<file path="src/rtl/mpt_pkg.sv">
// Shared types for the MPT walker request issuer: access/mode enums,
// the MMPT register snapshot, the walker transaction and issuer FSM states.
package mpt_pkg;

  localparam int unsigned MPTW_ID_W = 4;

  typedef enum logic [3:0] {
    MMPT_BARE    = 4'd0,
    MMPT_SMMPT34 = 4'd1,
    MMPT_SMMPT43 = 4'd2,
    MMPT_SMMPT52 = 4'd3
  } mmpt_mode_e;

  typedef struct packed {
    mmpt_mode_e  mode;
    logic [5:0]  sdid;
    logic [43:0] ppn;
  } mmpt_reg_t;

  typedef enum logic [1:0] {
    ACCESS_READ  = 2'd0,
    ACCESS_WRITE = 2'd1,
    ACCESS_EXEC  = 2'd2
  } mpt_access_e;

  typedef enum logic [1:0] {
    MPT_WALKING_IDLE = 2'd0,
    MPT_WALKING_DO   = 2'd1,
    MPT_WALKING_DONE = 2'd2
  } mpt_walking_e;

  typedef enum logic [1:0] {
    NO_ERROR   = 2'd0,
    PPN_ERROR  = 2'd1,
    MODE_ERROR = 2'd2
  } mpt_format_error_e;

  typedef struct packed {
    logic                   valid;
    logic [63:0]            spa;
    mmpt_reg_t              mmpt;
    mpt_walking_e           walking;
    mpt_format_error_e      format_error;
    logic                   access_error;
    logic [1:0]             level;
    mpt_access_e            access;
    logic [MPTW_ID_W-1:0]   id;
  } mptw_transaction_t;

  typedef enum logic [1:0] {
    ISS_RUN   = 2'd0,
    ISS_FLUSH = 2'd1,
    ISS_DRAIN = 2'd2
  } iss_state_e;

endpackage

</file>
<file path="src/rtl/mptw_req_fifo.sv">
// Registered request FIFO (no bypass), power-of-two depth.
// Ports: clk_i/rst_i/flush_i, push_i/data_i, pop_i/data_o, full_o, empty_o.
module mptw_req_fifo #(
  parameter int unsigned WIDTH = 8,
  parameter int unsigned DEPTH = 4
) (
  input  logic             clk_i,
  input  logic             rst_i,
  input  logic             flush_i,
  input  logic             push_i,
  input  logic [WIDTH-1:0] data_i,
  input  logic             pop_i,
  output logic [WIDTH-1:0] data_o,
  output logic             full_o,
  output logic             empty_o
);

  localparam int unsigned AW = (DEPTH > 1) ? $clog2(DEPTH) : 1;
  localparam logic [AW:0] FULL_CNT = (AW+1)'(DEPTH);

  logic [WIDTH-1:0] mem [DEPTH];
  logic [AW-1:0]    wptr_q;
  logic [AW-1:0]    rptr_q;
  logic [AW:0]      cnt_q;
  logic             do_push;
  logic             do_pop;

  assign full_o  = (cnt_q == FULL_CNT);
  assign empty_o = (cnt_q == '0);
  assign data_o  = mem[rptr_q];

  // A full FIFO still takes a push when the head leaves in the same cycle.
  assign do_pop  = pop_i && !empty_o;
  assign do_push = push_i && (!full_o || do_pop);

  always_ff @(posedge clk_i) begin
    if (rst_i || flush_i) begin
      wptr_q <= '0;
      rptr_q <= '0;
      cnt_q  <= '0;
    end else begin
      if (do_push) wptr_q <= wptr_q + 1'b1;
      if (do_pop)  rptr_q <= rptr_q + 1'b1;
      if (do_push && !do_pop)      cnt_q <= cnt_q + 1'b1;
      else if (do_pop && !do_push) cnt_q <= cnt_q - 1'b1;
    end
  end

  always_ff @(posedge clk_i) begin
    if (do_push) mem[wptr_q] <= data_i;
  end

endmodule

</file>
<file path="src/rtl/mptw_request_issuer.sv">
// Buffers core MPT-check requests and issues packed walker transactions,
// bounding in-flight work; flush empties the buffer then drains the pipe.
// Ports: req_* core side, stage_master_* walker side, rsp_done_i completion,
// flush_i, outstanding_o in-flight count, busy_o activity.
module mptw_request_issuer
  import mpt_pkg::*;
#(
  parameter int unsigned FIFO_DEPTH      = 4,
  parameter int unsigned MAX_OUTSTANDING = 8,
  parameter int unsigned ID_WIDTH        = 4
) (
  input  logic                                 clk_i,
  input  logic                                 rst_i,
  input  logic                                 req_valid_i,
  output logic                                 req_ready_o,
  input  logic [63:0]                          req_spa_i,
  input  logic [$bits(mmpt_reg_t)-1:0]         req_mmpt_i,
  input  logic [$bits(mpt_access_e)-1:0]       req_access_i,
  input  logic [ID_WIDTH-1:0]                  req_id_i,
  output logic [$bits(mptw_transaction_t)-1:0] stage_master_data,
  output logic                                 stage_master_valid,
  input  logic                                 stage_master_ready,
  input  logic                                 rsp_done_i,
  input  logic                                 flush_i,
  output logic [$clog2(MAX_OUTSTANDING+1)-1:0] outstanding_o,
  output logic                                 busy_o
);

  localparam int unsigned CNT_W = $clog2(MAX_OUTSTANDING+1);
  localparam int unsigned TXN_W = $bits(mptw_transaction_t);
  localparam logic [CNT_W-1:0] MAX_CNT = CNT_W'(MAX_OUTSTANDING);

  iss_state_e        state_q;
  iss_state_e        state_d;
  logic [CNT_W-1:0]  out_q;
  logic              fifo_full;
  logic              fifo_empty;
  logic              push;
  logic              pop;
  logic              done;
  logic              run;
  mptw_transaction_t txn_in;
  logic [TXN_W-1:0]  head;

  always_comb begin
    txn_in              = '0;
    txn_in.valid        = 1'b1;
    txn_in.spa          = req_spa_i;
    txn_in.mmpt         = req_mmpt_i;
    txn_in.walking      = MPT_WALKING_DO;
    txn_in.format_error = NO_ERROR;
    txn_in.access_error = 1'b0;
    txn_in.access       = mpt_access_e'(req_access_i);
    txn_in.id           = MPTW_ID_W'(req_id_i);
  end

  assign run = (state_q == ISS_RUN);

  assign req_ready_o = run && !fifo_full && !rst_i;
  assign stage_master_valid =
    run && !fifo_empty && (out_q < MAX_CNT);
  // Head RAM is not reset; hide it until it holds a live entry.
  assign stage_master_data =
    stage_master_valid ? head : '0;

  // A push racing a flush is dropped; a handshake racing it still counts.
  assign push = req_valid_i && req_ready_o && !flush_i;
  assign pop  = stage_master_valid && stage_master_ready;
  assign done = rsp_done_i && (out_q != '0);

  mptw_req_fifo #(
    .WIDTH (TXN_W),
    .DEPTH (FIFO_DEPTH)
  ) u_fifo (
    .clk_i   (clk_i),
    .rst_i   (rst_i),
    .flush_i (state_q == ISS_FLUSH),
    .push_i  (push),
    .data_i  (txn_in),
    .pop_i   (pop),
    .data_o  (head),
    .full_o  (fifo_full),
    .empty_o (fifo_empty)
  );

  always_ff @(posedge clk_i) begin
    if (rst_i) begin
      out_q <= '0;
    end else if (pop && !done) begin
      out_q <= out_q + 1'b1;
    end else if (done && !pop) begin
      out_q <= out_q - 1'b1;
    end
  end

  always_ff @(posedge clk_i) begin
    if (rst_i) state_q <= ISS_RUN;
    else       state_q <= state_d;
  end

  always_comb begin
    state_d = state_q;
    unique case (state_q)
      ISS_RUN:   if (flush_i) state_d = ISS_FLUSH;
      ISS_FLUSH: state_d = ISS_DRAIN;
      ISS_DRAIN: begin
        if (!flush_i && out_q == '0) state_d = ISS_RUN;
      end
      default:   state_d = ISS_RUN;
    endcase
  end

  assign outstanding_o = out_q;
  assign busy_o = !fifo_empty || (out_q != '0) || !run;

endmodule

</file>
<file path="config.mk">
export PLATFORM = sky130hd
export DESIGN_NAME = mptw_request_issuer
export DESIGN_NICKNAME = d
export VERILOG_FILES = /design/src/rtl/mpt_pkg.sv /design/src/rtl/mptw_req_fifo.sv /design/src/rtl/mptw_request_issuer.sv
export SDC_FILE = /design/constraint.sdc
export NUM_CORES = 1
export LEC_CHECK = 0
export CAP_MARGIN = 0
export CORE_ASPECT_RATIO = 0.9
export CORE_MARGIN = 5
export CORE_UTILIZATION = 40
export DETAILED_ROUTE_END_ITERATION = 10
export PLACE_DENSITY = 0.61
export SETUP_SLACK_MARGIN = 0.5
export SLEW_MARGIN = 25
export SYNTH_ARGS = -nofsm -noshare
export SYNTH_HDL_FRONTEND = slang
export SYNTH_SLANG_ARGS = --single-unit
</file>
<file path="constraint.sdc">
create_clock -name clk_i -period 6.5 [get_ports clk_i]
set_input_delay 0.65 -clock clk_i [delete_from_list [all_inputs] [get_ports clk_i]]
set_output_delay 0.65 -clock clk_i [all_outputs]
set_load 0.03 [all_outputs]
</file>
==> flow_summary.json <==
{
  "numCtsBuffers": 52,
  "antenna_found_initial": 11,
  "portBuffers": 262,
  "ff2ff_path_depth": 10,
  "fp.dieW_um": 243,
  "layout.cells.non_filler": 1840,
  "final_layout_size_suffix_gt1_share_pct": 17.7,
  "drt-wirelength-per-cell_um": 23.7,
  "clock_path_buffers": 3,
  "firstDrtPassIters": 7,
  "slew_viol_final": 0,
  "worst_setup_path_end_kind": "output pin",
  "finalWirelength_mm": 43.6,
  "yosysTopAreaCellShare_pct": 76.0,
  "holdPathStages": 2,
  "die_y_um": 220,
  "finalSetupViolCount": 0,
  "place_congestion": 0.744,
  "numClockSinks": 511,
  "root_buffer": "clkbuf_16",
  "ios": 269,
  "globalRouteTotalUtil_pct": 16.2,
  "period_minus_slack_ns": 4.16,
  "die_area_um2": 53500,
  "ys.flop_type": "edfxtp_1",
  "rsz0062_at_grt": "no",
  "yosysUniqueCellTypes": 33,
  "synth-async-reset-ratio_pct": 0,
  "yosysTopAreaCell": "edfxtp_1",
  "rows": 77,
  "clock_latency_ns": 0.58,
  "cts_setup_buffers": 0,
  "synth.top_cells.by_area": "edfxtp_1, mux4_2, and3_1, dfxtp_1, clkbuf_1",
  "grt_pass1_wl_mm": 65.8,
  "fin_tns_setup_ns": 0,
  "required_ns": 5.85,
  "dpl.cell_count": 1746,
  "maxSlewHeadroom_pct": 34.7,
  "fin_crit_sh_pct": 64.0,
  "worst_setup_path_start_kind": "register",
  "arrival_ns": 3.51,
  "drt_iter0_drc": 545,
  "final_antenna_net_count": 0,
  "holdCritPathClass": "reg2reg",
  "power_density_nw_per_um2": 342,
  "synth_edf_count": 496,
  "cap_violations": 0,
  "cts_tree": "done",
  "clkTransAtPathRegs_ns": 0.06,
  "crit_fanout": 26,
  "synth.avg_cell_area_um2": 21.8,
  "leakage_nw": 8.02,
  "ys_ff_latch": 511,
  "postCtsHoldBufs": 0,
  "cts_max_level": 2,
  "core_um2": 48800,
  "grt_max_degree": 74,
  "cts_resized": 0,
  "hpwl_mm": 25.8,
  "finalHoldViolCount": 0,
  "worstMarginPinSlew_ns": 0.979,
  "final_nets": 1308,
  "fin_skew_ns": 0.0145,
  "ir_drop_uv": 223,
  "grt-ovfl-total": 0,
  "grt_pass1_vias": 10200,
  "initial_core_util_pct": 40.1,
  "max_freq_mhz": 240,
  "syn_area_um2": 19600,
  "synthToLayoutAreaGrowth_pct": 25.2,
  "drc": 0,
  "ys.warnings.count": 0,
  "ys_seq_area_share_pct": 77.6,
  "syn_inst": 897,
  "total_power_w": 0.00838,
  "via_per_inst": 5.25,
  "crit_type": "reg2out",
  "hold_ws_ns": 0.523,
  "vias": 9663,
  "outcome": "complete, no violations"
}
==> state kept, by name (all words and copies together) (netlist names), named ones only <==
register	count
outstanding_o	4
state_q	2
u_fifo.rptr_q	2
u_fifo.wptr_q	2
u_fifo.cnt_q	3
u_fifo.mem	496
==> final timing paths <==
| kind | end | from | slack, ns |
|---|---|---|---|
| hold / removal | u_fifo.rptr_q[1]$_SDFFE_PP0N_ | u_fifo.rptr_q[1]$_SDFFE_PP0N_ | 0.52 |
| setup reg to reg | outstanding_o[3]$_SDFFE_PP0P_ | u_fifo.cnt_q[2]$_SDFFE_PP0P_ | 2.93 |
| hold reg to reg | u_fifo.rptr_q[1]$_SDFFE_PP0N_ | u_fifo.rptr_q[1]$_SDFFE_PP0N_ | 0.52 |
| setup / recovery | stage_master_data[127] | register | 2.34 |
==> power by group <==
group          total, W  switching [W]  internal (W)
Clock           0.00280        0.00117       0.00163
Sequential      0.00373      0.0000526       0.00367
Combinational   0.00185        0.00109      0.000761
==> synth_stat cells, types with 5 or more instances <==
library cell and n:
inv_1 7, nor2_1 14, mux4_2 124, dfxtp_1 15, and3_1 125, edfxtp_1 496
clkbuf_1 38, a21oi_1 5, buf_4 8, ha_1 8, and2_1 5, buf_2 16
==> critical path: stages, from the launching register on <==
cell and delay (ns):
dfxtp_4 0.72, buf_12 0.30, buf_4 0.46, mux4_2 0.56
and3_1 0.19, clkdlybuf4s50_1 0.67
==> metrics by stage <==
stage	util, %	setup WS, ns	instance area (µm²)
final	50.2	2.34	24500
after global routing	50.2	2.01	24500
after floorplan	-	1.61	19600
after detailed placement	47.0	2.51	22900
after global placement	46.9	2.52	22900
after CTS	50.2	2.14	24500
==> placed cells by master (no fill, tap or decap), drive strengths merged, types with 3 or more instances in the layout <==
| master | count |
|---|---|
| clkinv | 14 |
| bufinv | 3 |
| and2 | 5 |
| and3 | 125 |
| buf | 15 |
| a21oi | 5 |
| conb | 6 |
| inv | 9 |
| dfxtp | 15 |
| or3 | 3 |
| mux4 | 124 |
| clkdlybuf4s50 | 262 |
| xnor2 | 3 |
| nor2 | 15 |
| xor2 | 4 |
| ha | 8 |
| edfxtp | 496 |
| clkbuf | 74 |
| mux2i | 3 |
==> layout make-up <==
class	instances	area (µm²)
Fill cell	3929	24300
Timing Repair Buffer	277	2800
Antenna cell	1	2.50
Clock inverter	19	164
Multi-Input combinational cell	319	4120
Inverter	7	26.3
Clock buffer	74	1430
Sequential cell	511	15200
Tap cell	632	791
==> layer usage <==
layer	part of all wire [%]	vias up	GRT usage, %	wire length, µm
li1	-	4252	-	-
met1	46	5050	23.7	19900
met2	46	287	24.4	19900
met3	7.1	56	4.75	3110
met4	1.3	18	3.63	564
met5	0.24	-	0	106
==> cells by family after synthesis <==
logic type               after synthesis  synth area share [%]
XOR/XNOR                               7                 0.313
multiplexers                         128                  14.5
buffers and inverters                 72                  1.64
AO/OA/AOI/OAI                         10                 0.390
other                                  1                0.0191
AND/OR/NAND/NOR                      158                  4.90
adder cells (fa/ha/maj)               10                 0.715
flip-flops                           511                  77.6
(Power assumes the default switching activity.)
==> patch 1: new RTL, config.mk and constraints unchanged <==
The 3 states of `iss_state_e` get a one-hot encoding in 3 bits.
--- a/src/rtl/mpt_pkg.sv
+++ b/src/rtl/mpt_pkg.sv
@@ -48,8 +48,8 @@
   } mptw_transaction_t;
 
-  typedef enum logic [1:0] {
-    ISS_RUN   = 2'd0,
-    ISS_FLUSH = 2'd1,
-    ISS_DRAIN = 2'd2
+  typedef enum logic [2:0] {
+    ISS_RUN   = 3'b001,
+    ISS_FLUSH = 3'b010,
+    ISS_DRAIN = 3'b100
   } iss_state_e;
 
Formal check against the unedited RTL: same outputs for any inputs over 4 cycles, from zero or initial values and one cycle with rst_i high; so few cycles prove little.
==> patch 1 against the original RTL <==
Worst setup slack got worse by 130 ps; global-route usage fell by 1.2 points; routed wire length fell by 6.7%; power rose by 1.5%; synthesized area rose by 0.12%; cell count fell by 0.38%; sequential cell count rose by 1; clock power fell by 3%; design area fell by 0.23%.
==> patch 1: results (changes against the original RTL) <==
\begin{tabular}{lr}
\hline
Metric & Value \\
\hline
\multicolumn{2}{l}{\textbf{GRT}} \\
Pin count of the biggest net entering global routing & 116 (was 74) \\
Antenna violations before repair & 7 (was 11) \\
Overall Global Routing Usage & 0.150 (was 0.162) \\
Number of global-route vias before repair & 9872 (was 10200) \\
Met2 capacity usage during global routing & 0.231 (was 0.244) \\
\multicolumn{2}{l}{\textbf{STA}} \\
Clock skew after layout & 14.3 ps (was 14.5 ps) \\
Smallest setup slack after layout & 2210 ps (was 2340 ps) \\
\multicolumn{2}{l}{\textbf{Drt}} \\
WL met2 & 18800 µm (was 19900 µm) \\
Routed wire length on met3 & 2680 µm (was 3110 µm) \\
Iteration count of the initial detailed-routing pass & 4 (was 7) \\
Detailed Route WL & 40700 µm (was 43600 µm) \\
Metal-1 WL & 18300 µm (was 19900 µm) \\
Vias & 9317 (was 9663) \\
\multicolumn{2}{l}{\textbf{Critical path}} \\
Worst R2R Start & state\_q[0] (was u\_fifo.cnt\_q[2]) \\
Largest fanout of any net on the critical path & 94 (was 26) \\
Max stage delay on crit path & 760 ps (was 720 ps) \\
Number of cell instances on the worst register-to-register path & 4 (was 10) \\
\multicolumn{2}{l}{\textbf{Final layout}} \\
Finished Layout Cells & 1833 (was 1840) \\
Number of clock buffer instances in the layout & 66 (was 74) \\
Clock-cell share & 0.0627 (was 0.0648) \\
Multi-input combinational cell count & 321 (was 319) \\
Layout net count & 1304 (was 1308) \\
Sequential cell area & 15200 µm² (about the same) \\
Non-clock buffer share of cell area & 0.113 (was 0.114) \\
\multicolumn{2}{l}{\textbf{Synth}} \\
Adder and majority gate portion of the synthesized area & 0.00714 (was 0.00715) \\
Largest cells by area after synthesis & sky130\_fd\_sc\_hd\_\_edfxtp\_1 76\%, sky130\_fd\_sc\_hd\_\_mux4\_2 14\%, sky130\_fd\_sc\_hd\_\_and2\_1 4.1\% (was sky130\_fd\_sc\_hd\_\_edfxtp\_1 76\%, sky130\_fd\_sc\_hd\_\_mux4\_2 14\%, sky130\_fd\_sc\_hd\_\_and3\_1 4.0\%) \\
Compound-gate portion of the synthesized area & 0.00319 (was 0.00390) \\
Cell variety after synth & 38 (was 33) \\
Number of instances in the synthesized netlist & 887 (was 897) \\
Xor and xnor fraction of the mapped netlist area & 0.00313 (about the same) \\
\multicolumn{2}{l}{\textbf{Placed design}} \\
Placement Setup Slack & 2740 ps (was 2510 ps) \\
Placed instance count & 1742 (was 1746) \\
HPWL reported at the end of detailed placement & 23600 µm (was 25800 µm) \\
\multicolumn{2}{l}{\textbf{Run status}} \\
Result of the run & complete, no violations (unchanged) \\
\multicolumn{2}{l}{\textbf{Power}} \\
Maximum ir drop on the vdd rail & 0.455 mV (was 0.223 mV) \\
\multicolumn{2}{l}{\textbf{Min path}} \\
Start point of the worst min-delay path & state\_q[0] (was u\_fifo.rptr\_q[1]) \\
\hline
\end{tabular}
[patch 1: cell types whose count changed in the layout (fill, tap and decap cells not counted), sizes merged, moves of 2 or more]
cell,change
and3,-125
and2,+123
clkbuf,-8
clkinv,+8
buf,-7
nor3,+3
nor4,+3
inv,-2
nor2,-2
or4,-2
[patch 1: worst register-to-register path: stages (launching register included)]
cell	delay, ps
sky130_fd_sc_hd__dfxtp_1	380
sky130_fd_sc_hd__or3b_1	540
sky130_fd_sc_hd__nor4_4	520
sky130_fd_sc_hd__and2_4	790
sky130_fd_sc_hd__buf_12	500
[patch 1: where the power goes]
group / internal (mW) / switching [mW] / total, mW
logic: 0.919 / 1.12 / 2.04
clock network: 1.56 / 1.16 / 2.72
registers: 3.68 / 0.0660 / 3.75
total: 6.16 / 2.35 / 8.51
[patch 1: logic make-up after synthesis]
group           after synthesis
xor+xnor                      7
fa+ha+maj                    10
other cells                   1
compound gates               10
mux                         128
flops                       512
buf+inv                      59
simple gates                160
==> patch 2: new RTL, same flow settings <==
Made on the original files. Set the parameter `MAX_OUTSTANDING` to 16 (it was 8).
--- a/src/rtl/mptw_request_issuer.sv
+++ b/src/rtl/mptw_request_issuer.sv
@@ -7,5 +7,5 @@
 #(
   parameter int unsigned FIFO_DEPTH      = 4,
-  parameter int unsigned MAX_OUTSTANDING = 8,
+  parameter int unsigned MAX_OUTSTANDING = 16,
   parameter int unsigned ID_WIDTH        = 4
 ) (
Interface: changed (resized outstanding_o); port bits go from 269 to 270. The function was not compared with the original's and may differ.
==> patch 2 against the original RTL <==
Power down 1.3%; design area up 0.39%; synthesized area up 0.49%; largest cell class unchanged; sequential cell count up 1; critical path type unchanged; count of clock-buffer cells in the layout down 13; critical endpoint is now stage_master_data[31]; worst setup slack better by 82 ps; routed wire length down 2.4%.
==> patch 2: results (changes against the original RTL) <==
\begin{tabular}{lr}
\hline
Metric & Value \\
\hline
\multicolumn{2}{l}{\textbf{Run status}} \\
Result of the run & complete, no violations (unchanged) \\
\multicolumn{2}{l}{\textbf{GRT}} \\
Overall Global Routing Usage & 0.157 (was 0.162) \\
Global-route wire length before repair & 64500 µm (was 65800 µm) \\
Antenna violations before repair & 7 (was 11) \\
Number of global-route vias before repair & 10400 (was 10200) \\
Pin count of the biggest net entering global routing & 73 (was 74) \\
\multicolumn{2}{l}{\textbf{Power}} \\
Maximum ir drop on the vdd rail & 0.165 mV (was 0.223 mV) \\
Leakage power summed over all cells & 8.09 nW (was 8.02 nW) \\
\multicolumn{2}{l}{\textbf{Critical path}} \\
Reg-to-reg critical path endpoint & outstanding\_o[4] (was outstanding\_o[3]) \\
Reg2reg setup slack & 3330 ps (was 2930 ps) \\
Largest fanout of any net on the critical path & 51 (was 26) \\
Number of cell instances on the worst register-to-register path & 9 (was 10) \\
Arrival time of data at the critical path endpoint & 3430 ps (was 3510 ps) \\
\multicolumn{2}{l}{\textbf{STA}} \\
Transition at the pin with the smallest max-transition slack & 979 ps (about the same) \\
Clock skew after layout & 15.5 ps (was 14.5 ps) \\
\multicolumn{2}{l}{\textbf{Clocking}} \\
TritonCTS Buffers & 51 (was 52) \\
\multicolumn{2}{l}{\textbf{Placed design}} \\
Post-DP Area & 23000 µm² (was 22900 µm²) \\
Placed instance count & 1759 (was 1746) \\
Gp weighted congestion & 0.704 (was 0.744) \\
HPWL reported at the end of detailed placement & 24800 µm (was 25800 µm) \\
PortBufs & 263 (was 262) \\
\multicolumn{2}{l}{\textbf{Final layout}} \\
Register with the highest flop count & u\_fifo.mem (unchanged) \\
Fraction of layout instances using a drive strength above 1 & 0.180 (was 0.177) \\
Layout net count & 1321 (was 1308) \\
\multicolumn{2}{l}{\textbf{Drt}} \\
Detailed Route WL & 42500 µm (was 43600 µm) \\
Initial DRC Count & 603 (was 545) \\
Average vias per placed instance & 5.24 (was 5.25) \\
Average detailed-routed wire length per instance & 22.9 µm (was 23.7 µm) \\
Iteration count of the initial detailed-routing pass & 5 (was 7) \\
\multicolumn{2}{l}{\textbf{Synth}} \\
Largest cells by area after synthesis & sky130\_fd\_sc\_hd\_\_edfxtp\_1 76\%, sky130\_fd\_sc\_hd\_\_mux4\_2 14\%, sky130\_fd\_sc\_hd\_\_and3\_1 4.0\% (unchanged) \\
Part of the Yosys area used for sequential elements & 0.773 (was 0.776) \\
Ys Warns & 0 (unchanged) \\
Mean instance size in the synthesized netlist & 21.6 µm² (was 21.8 µm²) \\
Most common library cells after synthesis & 496 x sky130\_fd\_sc\_hd\_\_edfxtp\_1, 125 x sky130\_fd\_sc\_hd\_\_and3\_1, 124 x sky130\_fd\_sc\_hd\_\_mux4\_2 (unchanged) \\
\multicolumn{2}{l}{\textbf{Min path}} \\
Start point of the worst min-delay path & u\_fifo.rptr\_q[0] (was u\_fifo.rptr\_q[1]) \\
\hline
\end{tabular}
==> patch 2: cell count changes after synthesis, sizes merged, moves of 2 or more <==
cell	delta
inv	+2
nand2	+2
nor4	+2
buf	+2
nor2	+5
a21oi	+2
==> patch 2: worst max path at each step <==
stage	endpoint	cells after the start	slack [ps]	from
final	stage_master_data[31]	4	2420	flop
after global routing	stage_master_data[67]	4	2200	flop
after CTS	stage_master_data[67]	4	2320	flop
after detailed placement	u_fifo.mem[3][108]	5	2420	rst_i
after global placement	u_fifo.mem[3][108]	5	2450	rst_i
after floorplan	u_fifo.mem[0][0]	3	1610	rst_i
==> patch 2: logic make-up after synthesis <==
kind of cell               after synthesis  share of synthesized area
xor gates and xnor gates                 7                    0.00311
DFF                                    512                      0.773
adders and majority gates               11                    0.00775
buffers and inverters                   75                     0.0168
other                                    1                   0.000190
muxes                                  128                      0.144
AOI/OAI and AO/OA                       11                    0.00407
and+or+nand+nor                        168                     0.0513
==> patch 2: area by class of cell <==
type | count | area (µm²)
Tap cell | 632 | 791
Inverter | 9 | 33.8
Fill cell | 3996 | 24300
Sequential cell | 512 | 15200
Clock buffer | 61 | 1340
Multi-Input combinational cell | 331 | 4180
Timing Repair Buffer | 275 | 2790
Clock inverter | 33 | 268
Antenna cell | 2 | 5.00
==> patch 2: per-layer routing <==
metal  part of all wire  GRT usage
met4              0.017     0.0393
met1               0.46      0.235
met2               0.45      0.235
met5             0.0015          0
met3              0.072     0.0406
==> patch 2: per-stage QoR <==
step / setup slack [ps] / hold WS (ps)
floorplan: 1610 / 485
global placement: 2450 / 513
detailed placement: 2420 / 530
CTS: 2320 / 547
global route: 2200 / 611
finish: 2420 / 548
==> patch 2: critical path, cell delays in order (launching register included) <==
cell and delay (ps):
sky130_fd_sc_hd__dfxtp_4 840, sky130_fd_sc_hd__buf_4 630, sky130_fd_sc_hd__mux4_2 460, sky130_fd_sc_hd__and3_1 210
sky130_fd_sc_hd__clkdlybuf4s50_1 600
==> patch 2: power breakdown <==
| group | switching, mW | internal, mW |
|---|---|---|
| clock | 1.19 | 1.62 |
| sequential | 0.0532 | 3.68 |
| combinational | 0.999 | 0.725 |
